File: config.mk
export PLATFORM = sky130hd
export DESIGN_NAME = bcd_ripple_sampler_flat
export DESIGN_NICKNAME = d
export VERILOG_FILES = /design/src/rtl/bcd_ripple_sampler_if.sv /design/src/rtl/bcd_ripple_sampler.sv /design/src/flat_wrapper.sv
export SDC_FILE = /design/constraint.sdc
export NUM_CORES = 1
export LEC_CHECK = 0
export ABC_AREA = 1
export CELL_PAD_IN_SITES_DETAIL_PLACEMENT = 0
export CELL_PAD_IN_SITES_GLOBAL_PLACEMENT = 1
export CORE_MARGIN = 4
export CORE_UTILIZATION = 43
export DETAILED_ROUTE_END_ITERATION = 12
export PLACE_DENSITY_LB_ADDON = 0.1
export SLEW_MARGIN = 25
export SYNTH_ARGS = -nofsm -noshare
export SYNTH_HDL_FRONTEND = slang
export SYNTH_SLANG_ARGS = --single-unit
File: constraint.sdc
create_clock -name CLK -period 3.7 [get_ports CLK]
set_clock_uncertainty 0.15 [all_clocks]
set_input_delay 0.74 -clock CLK [delete_from_list [all_inputs] [get_ports CLK]]
set_output_delay 0.74 -clock CLK [all_outputs]
set_load 0.05 [all_outputs]
File: src/rtl/bcd_ripple_sampler_if.sv
// Bus between the units-digit sampler and its consumer.
//   master : drives DIGIT_IN (raw ripple digit) and CLEAR, observes the results
//   slave  : the sampler; publishes DIGIT_OUT, UPPER_OUT, UPDATE, CARRY,
//            OVERFLOW and ERROR
interface bcd_ripple_sampler_if #(
    parameter int UPPER_DIGITS = 3
);
    logic [3:0]                DIGIT_IN;
    logic                      CLEAR;
    logic [3:0]                DIGIT_OUT;
    logic [4*UPPER_DIGITS-1:0] UPPER_OUT;
    logic                      UPDATE;
    logic                      CARRY;
    logic                      OVERFLOW;
    logic                      ERROR;

    modport master (
        output DIGIT_IN, CLEAR,
        input  DIGIT_OUT, UPPER_OUT, UPDATE, CARRY, OVERFLOW, ERROR
    );

    modport slave (
        input  DIGIT_IN, CLEAR,
        output DIGIT_OUT, UPPER_OUT, UPDATE, CARRY, OVERFLOW, ERROR
    );
endinterface

File: src/rtl/bcd_ripple_sampler.sv
// Samples the glitchy, asynchronous BCD digit of a ripple counter into the CLK
// domain, accepts it only after it has held still for STABLE_CYCLES edges, and
// extends the count with UPPER_DIGITS synchronous BCD decades.
//   CLK    : system clock, rising edge
//   reset  : asynchronous, active-low
//   bus    : slave modport -- DIGIT_IN/CLEAR in; DIGIT_OUT, UPPER_OUT,
//            UPDATE, CARRY, OVERFLOW, ERROR out (all registered)
module bcd_ripple_sampler #(
    parameter int STABLE_CYCLES = 3,
    parameter int UPPER_DIGITS  = 3
) (
    input  logic                 CLK,
    input  logic                 reset,
    bcd_ripple_sampler_if.slave  bus
);
    localparam int         UW     = 4 * UPPER_DIGITS;
    localparam logic [3:0] STABLE = 4'(STABLE_CYCLES);

    logic [3:0]    s1_q, s2_q;
    logic [3:0]    cand_q, cand_d, cnt_q, cnt_d;
    logic [3:0]    dout_q, dout_d;
    logic [UW-1:0] upper_q, upper_d, upper_inc;
    logic          upd_q, upd_d, carry_q, carry_d, ovf_q, ovf_d, err_q, err_d;
    logic          same, accept, wrap, all9;

    // Stability filter: cand always ends up equal to s2, so accepting cand_d
    // is accepting the synchronised value.
    always_comb begin
        same   = (s2_q == cand_q);
        cand_d = s2_q;
        cnt_d  = 4'd1;
        if (same) begin
            cand_d = cand_q;
            cnt_d  = (cnt_q >= STABLE) ? STABLE : cnt_q + 4'd1;
        end
        // Only the edge on which the run length first hits STABLE accepts;
        // a saturated counter holding steady must not re-fire.
        accept = (cnt_d == STABLE) && !(same && cnt_q == STABLE) && (cand_d != dout_q);
    end

    // Ripple +1 through the upper decades in a single edge.
    always_comb begin
        logic c;
        c         = 1'b1;
        upper_inc = upper_q;
        for (int i = 0; i < UPPER_DIGITS; i++) begin
            if (c) begin
                if (upper_q[4*i +: 4] == 4'd9) begin
                    upper_inc[4*i +: 4] = 4'd0;
                end else begin
                    upper_inc[4*i +: 4] = upper_q[4*i +: 4] + 4'd1;
                    c = 1'b0;
                end
            end
        end
        all9 = c;
    end

    always_comb begin
        dout_d  = dout_q;
        upper_d = upper_q;
        upd_d   = 1'b0;
        carry_d = 1'b0;
        ovf_d   = ovf_q;
        err_d   = err_q;
        wrap    = 1'b0;
        if (accept) begin
            if (cand_d <= 4'd9) begin
                dout_d = cand_d;
                upd_d  = 1'b1;
                wrap   = (cand_d == 4'd0) && (dout_q == 4'd9);
            end else begin
                err_d = 1'b1;
            end
        end
        // CLEAR beats a coincident wrap on the decades and flags; the units
        // digit still follows the physical counter.
        if (bus.CLEAR) begin
            upper_d = '0;
            ovf_d   = 1'b0;
            err_d   = 1'b0;
        end else if (wrap) begin
            carry_d = 1'b1;
            upper_d = upper_inc;
            if (all9) ovf_d = 1'b1;
        end
    end

    always_ff @(posedge CLK or negedge reset) begin
        if (!reset) begin
            s1_q    <= '0;
            s2_q    <= '0;
            cand_q  <= '0;
            cnt_q   <= '0;
            dout_q  <= '0;
            upper_q <= '0;
            upd_q   <= 1'b0;
            carry_q <= 1'b0;
            ovf_q   <= 1'b0;
            err_q   <= 1'b0;
        end else begin
            s1_q    <= bus.DIGIT_IN;
            s2_q    <= s1_q;
            cand_q  <= cand_d;
            cnt_q   <= cnt_d;
            dout_q  <= dout_d;
            upper_q <= upper_d;
            upd_q   <= upd_d;
            carry_q <= carry_d;
            ovf_q   <= ovf_d;
            err_q   <= err_d;
        end
    end

    assign bus.DIGIT_OUT = dout_q;
    assign bus.UPPER_OUT = upper_q;
    assign bus.UPDATE    = upd_q;
    assign bus.CARRY     = carry_q;
    assign bus.OVERFLOW  = ovf_q;
    assign bus.ERROR     = err_q;
endmodule
File: src/flat_wrapper.sv
// flat-port wrapper written by rule: the top's interface ports become plain ports
module bcd_ripple_sampler_flat 
#(
    parameter int STABLE_CYCLES = 3,
    parameter int UPPER_DIGITS  = 3
)
  (CLK, reset, bus_DIGIT_IN, bus_CLEAR, bus_DIGIT_OUT, bus_UPPER_OUT, bus_UPDATE, bus_CARRY, bus_OVERFLOW, bus_ERROR);
  bcd_ripple_sampler_if #(.UPPER_DIGITS(UPPER_DIGITS)) bus_i ();
  input  logic CLK;
  input  logic reset;
  input wire logic [$bits(bus_i.DIGIT_IN)-1:0] bus_DIGIT_IN;
  input wire logic [$bits(bus_i.CLEAR)-1:0] bus_CLEAR;
  output wire logic [$bits(bus_i.DIGIT_OUT)-1:0] bus_DIGIT_OUT;
  output wire logic [$bits(bus_i.UPPER_OUT)-1:0] bus_UPPER_OUT;
  output wire logic [$bits(bus_i.UPDATE)-1:0] bus_UPDATE;
  output wire logic [$bits(bus_i.CARRY)-1:0] bus_CARRY;
  output wire logic [$bits(bus_i.OVERFLOW)-1:0] bus_OVERFLOW;
  output wire logic [$bits(bus_i.ERROR)-1:0] bus_ERROR;
  assign bus_i.DIGIT_IN = bus_DIGIT_IN;
  assign bus_i.CLEAR = bus_CLEAR;
  assign bus_DIGIT_OUT = bus_i.DIGIT_OUT;
  assign bus_UPPER_OUT = bus_i.UPPER_OUT;
  assign bus_UPDATE = bus_i.UPDATE;
  assign bus_CARRY = bus_i.CARRY;
  assign bus_OVERFLOW = bus_i.OVERFLOW;
  assign bus_ERROR = bus_i.ERROR;
  bcd_ripple_sampler #(.STABLE_CYCLES(STABLE_CYCLES), .UPPER_DIGITS(UPPER_DIGITS)) u_core (.CLK(CLK), .reset(reset), .bus(bus_i));
endmodule
==> Word level (Yosys, flattened, before mapping) <==
Cells that the tools add are included.
{ "op_classes": {"add_sub_neg": 4, "n_lt_le_gt_ge": 2, "n_eq_ne": 9, "muxes": 27, "n_reduce_logical": 16} }
{ "ops": {"columns": ["op", "n"], "rows": [
  ["$mux 4", 8],
  ["$mux 12", 2],
  ["$mux 1", 17],
  ["$add 4x1->4 const B", 4],
  ["$eq 4x4->1 const B", 4],
  ["$reduce_and 2->1", 5],
  ["$reduce_bool 2->1", 5],
  ["$eq 4x2->1 const B", 2],
  ["$eq 4x4->1", 1],
  ["$ge 4x2->1 const B", 1],
  ["$le 4x4->1 const B", 1],
  ["$logic_and 1x1->1", 4],
  ["$logic_not 4->1", 1],
  ["$ne 4x4->1", 1],
  ["$ne 2x2->1 const B", 1],
  ["$logic_not 1->1", 1]
]} }
{ "totals": {"regBits": 36, "input_bits": 7, "out_inout_bits": 20, "word_cells": 70} }

==> Longest topological paths before layout <==
{ "logic_depth": {"depth_word": 9, "depth_mapped": 12, "mapped_depth_nobuf": 12} }

==> Worst setup path before layout <==
OpenSTA, ideal clock, no wires.
{ "synth_path": {"path_type": "flip-flop to flip-flop", "start": "register u_core.upper_q[0], in the netlist u_core.bus.UPPER_OUT[0]", "end": "register u_core.ovf_q, in the netlist u_core.bus.OVERFLOW", "setup_time_ns": 0.119, "arrival_ns": 1.624, "required_ns": 3.431, "slack_ns": 1.807, "path_stages_with_launch": 9, "n_path_buf": 0, "period_less_slack_ns": 1.893, "path_cell_list": "dfrtp_1 ha_1 nand3_1 inv_1 nand2_1 o21ai_0 nand2_1 nand2_1 nand2_1"} }
{ "synth_between": {"elab_chain_len": 6} }
{ "synth_lines": {"columns": ["item", "line", "text"], "rows": [
  ["start, declared", "bcd_ripple_sampler.sv:22", "logic [UW-1:0] upper_q, upper_d, upper_inc;"],
  ["start signal, assigned", "bcd_ripple_sampler.sv:107", "upper_q <= upper_d;"],
  ["$eq 4x4->1", "bcd_ripple_sampler.sv:48", "if (upper_q[4*i +: 4] == 4'd9) begin"],
  ["$mux 1", "bcd_ripple_sampler.sv:48", null],
  ["$mux 1 (2 in a row)", "bcd_ripple_sampler.sv:47", "if (c) begin"],
  ["$reduce_bool 2->1 (no line)", null, null],
  ["$reduce_and 2->1 (no line)", null, null],
  ["end signal, assigned", "bcd_ripple_sampler.sv:110", "ovf_q <= ovf_d;"],
  ["end, declared", "bcd_ripple_sampler.sv:23", "logic upd_q, upd_d, carry_q, carry_d, ovf_q, ovf_d, err_q, err_d;"]
]} }
Every way passes these cells.
A chain may end at the register's enable or synchronous reset.

==> Final worst setup path <==
{ "layout_path": {"start": "register u_core.upper_q[6], in the netlist u_core.bus.UPPER_OUT[6]", "end": "output port bus_UPPER_OUT[6]"} }
{ "layout_rtl": {"columns": ["item", "line", "text"], "rows": [
  ["end, declared", "flat_wrapper.sv:14", "output wire logic [$bits(bus_i.UPPER_OUT)-1:0] bus_UPPER_OUT;"]
]} }
No word-level cell between the ends.

==> flow_summary.yaml <==
timing:
  worstMarginPinSlew_ns: 0.509
  min_period_ns: 2.48
  finalCritPeriodShare_pct: 66.9
  hold-worst-slack_ns: 0.199
  slew_headroom_pct: 65.9
  rsz0062_at_grt: "false"
  slew_violations: 0
  setup_viol: 0
  max_freq_ghz: 0.404
  finalSetupTns_ns: 0
  finalHoldViolCount: 0
clocking:
  cts.clk_slew.worst_paths_ns: 0.07
  ctsHtreeMaxLevel: 2
  clock_sinks: 36
  cts_buffer_depth: 2
  clockRootBuffer: "clkbuf_8"
  insertion_delay_ns: 0.29
  cts-resized-gates: 0
  cts_tree: "done"
  hold_buffers: 0
  numCtsBuffers: 5
  post_cts_buffers: 0
floorplan:
  ioPinCount: 27
  die_w_um: 72.3
  rows: 23
  start_util_pct: 44.4
  die_h_um: 72.3
  die_area_sq_um: 5220
  core_area_sq_um: 4000
finish:
  n_fill_cell: 364
  n_antenna_cell: 0
  nNetsFinal: 246
  synthToLayoutAreaGrowth_pct: 22.8
  final_area_sq_um: 2180
  final_layout_size_suffix_gt1_share_pct: 11.2
status:
  status: "finished, final reports clean"
synth:
  syn_area_per_cell_sq_um: 8.75
  ys_warn_count: 0
  synth_top_area_share_pct: 50.7
  syn_area_sq_um: 1780
  synth.distinct_cells: 28
  ys_ff_latch: 36
  synth_cells: 203
  synth_area_leader_cell: "dfrtp_1"
  ys_seq_area_share_pct: 50.7
  ys_top_cells_by_area: "dfrtp_1 51%, nand2_1 12%, nand3_1 5.4%"
critical_path:
  cp_max_fo: 6
  start_kind: "register"
  worst_path_max_delay_cell: "clkdlybuf4s50_1"
  worstPathRequired_ns: 2.81
  path_delay_family: "buffers and inverters"
  cpPeakStageDelay_ns: 0.85
  critPathKind: "register to output pin"
  critPathBufInv: 1
  cp_cell_sequence: "clkdlybuf4s50_1"
  arrival_ns: 1.59
  cp-end-kind: "output pin"
placement:
  globalplace.congestion: 0.746
  port_buffers: 26
  place_area_sq_um: 2070
  post-dp-hpwl_mm: 2.47
detailed_routing:
  dr_total_vias: 1343
  antenna_left: 0
  drc: 0
  first_pass_iters: 4
  drt_iter0_drc: 27
  wire_per_inst_um: 11.8
  routed_via_density: 4.75
  routed_wl_mm: 3.35
grt:
  grt_overflow: 0
  grt_max_degree: 37
  grt_pass1_vias: 1303
  gr-usage-all-layers_pct: 14.7
  antenna_found_initial: 0
  grt_pass1_wl_mm: 5.91
job:
  drv_cap: 0
min_path:
  hold_path.class: "register to register"
power_and_ir_drop:
  pwr_density_cell_nw_per_um2: 492
  leakage_nw: 1.06
  power.total_w: 0.00107
  vdd_drop_max_uv: 287
cell usage in the layout (no fill, tap or decap), types with 3 or more instances in the layout:
master	count
nand2_1	56
inv_1	23
o21ai_0	9
nor3_1	3
ha_1	7
nor2_4	3
nor2_1	16
dfrtp_1	36
clkdlybuf4s50_1	26
nand3_1	19
inv_2	3
clkbuf_8	5
nand2_2	4
metrics by stage:
stage                     setup slack [ns]  util, %  instances
final                                 1.22     54.5        283
after floorplan                       1.81        -        204
after CTS                             1.21     54.5        283
after global routing                  1.16     54.5        283
after detailed placement              1.30     51.7        275
after global placement                1.33     51.7        275
registers in the layout, indices dropped and copies added (netlist names), 4 cells and up:
name and flops:
u_core.s1_q 4, u_core.bus.DIGIT_OUT 4, u_core.bus.UPPER_OUT 12, u_core.s2_q 4, u_core.cnt_q 4, u_core.cand_q 4
kinds of logic (layout without fill, tap and decap cells):
group           after synthesis  in the layout  synth area share (%)
flops                        36             36                  50.7
buf+inv                      32             61                  7.82
xor+xnor                      4              4                  1.97
compound gates               11             11                  3.10
other cells                   1              2                 0.211
simple gates                112            112                  31.2
fa+ha+maj                     7              7                  4.93
synthesized netlist by cell type:
library cell	n
dfrtp_1	36
nand3_4	1
nand2_2	4
nand2_4	1
buf_2	2
nand3b_1	1
inv_2	3
nor2_1	16
nand4_1	1
nor4_1	2
xor2_1	2
nand4_2	1
nor4_4	1
o21ai_0	9
clkbuf_1	2
dlygate4sd1_1	1
nand2_1	56
a21oi_1	2
nor3_1	3
xnor2_1	2
buf_8	1
nor2_2	1
ha_1	7
nand3_1	19
inv_1	23
nor2_4	3
nand3_2	2
conb_1	1
path summary, 6_finish.rpt:
kind / start / end / slack (ns) / cells past startpoint
max in group asynchronous: reset / u_core.bus.UPPER_OUT[0] / 2.35 / 2
min: u_core.s1_q[3] / u_core.s2_q[3] / 0.20 / 0
min in group asynchronous: reset / u_core.s2_q[2] / 0.72 / 2
max: u_core.bus.UPPER_OUT[6] / bus_UPPER_OUT[6] / 1.22 / 1
max reg2reg: u_core.cnt_q[0] / u_core.bus.UPPER_OUT[9] / 1.69 / 10
min reg2reg: u_core.s1_q[3] / u_core.s2_q[3] / 0.20 / 0
where the power goes:
part,internal [W],leakage [nW],switching (W)
logic,0.0000878,0.558,0.000183
registers,0.000428,0.453,0.0000326
clock network,0.000199,0.0541,0.000141
total,0.000715,1.06,0.000356
per-layer routing:
metal / global-route usage [%] / vias to the layer above / wire length, um
met5: 0 / - / 0
met4: 6.68 / 0 / 49
met3: 4.71 / 6 / 128
met2: 24.4 / 24 / 1680
met1: 17.5 / 628 / 1500
li1: - / 685 / -
final cells by class:
class	count	area, sq um	area share (%)
well taps	50	62.6	2.87
repair buffers	27	268	12.3
clock inverters	3	42.5	1.95
multi-input cells	136	739	33.9
inverters	26	97.6	4.48
clock buffers	5	68.8	3.16
flip-flops and latches	36	901	41.3
Note: power is estimated with default switching activity, not from simulation.
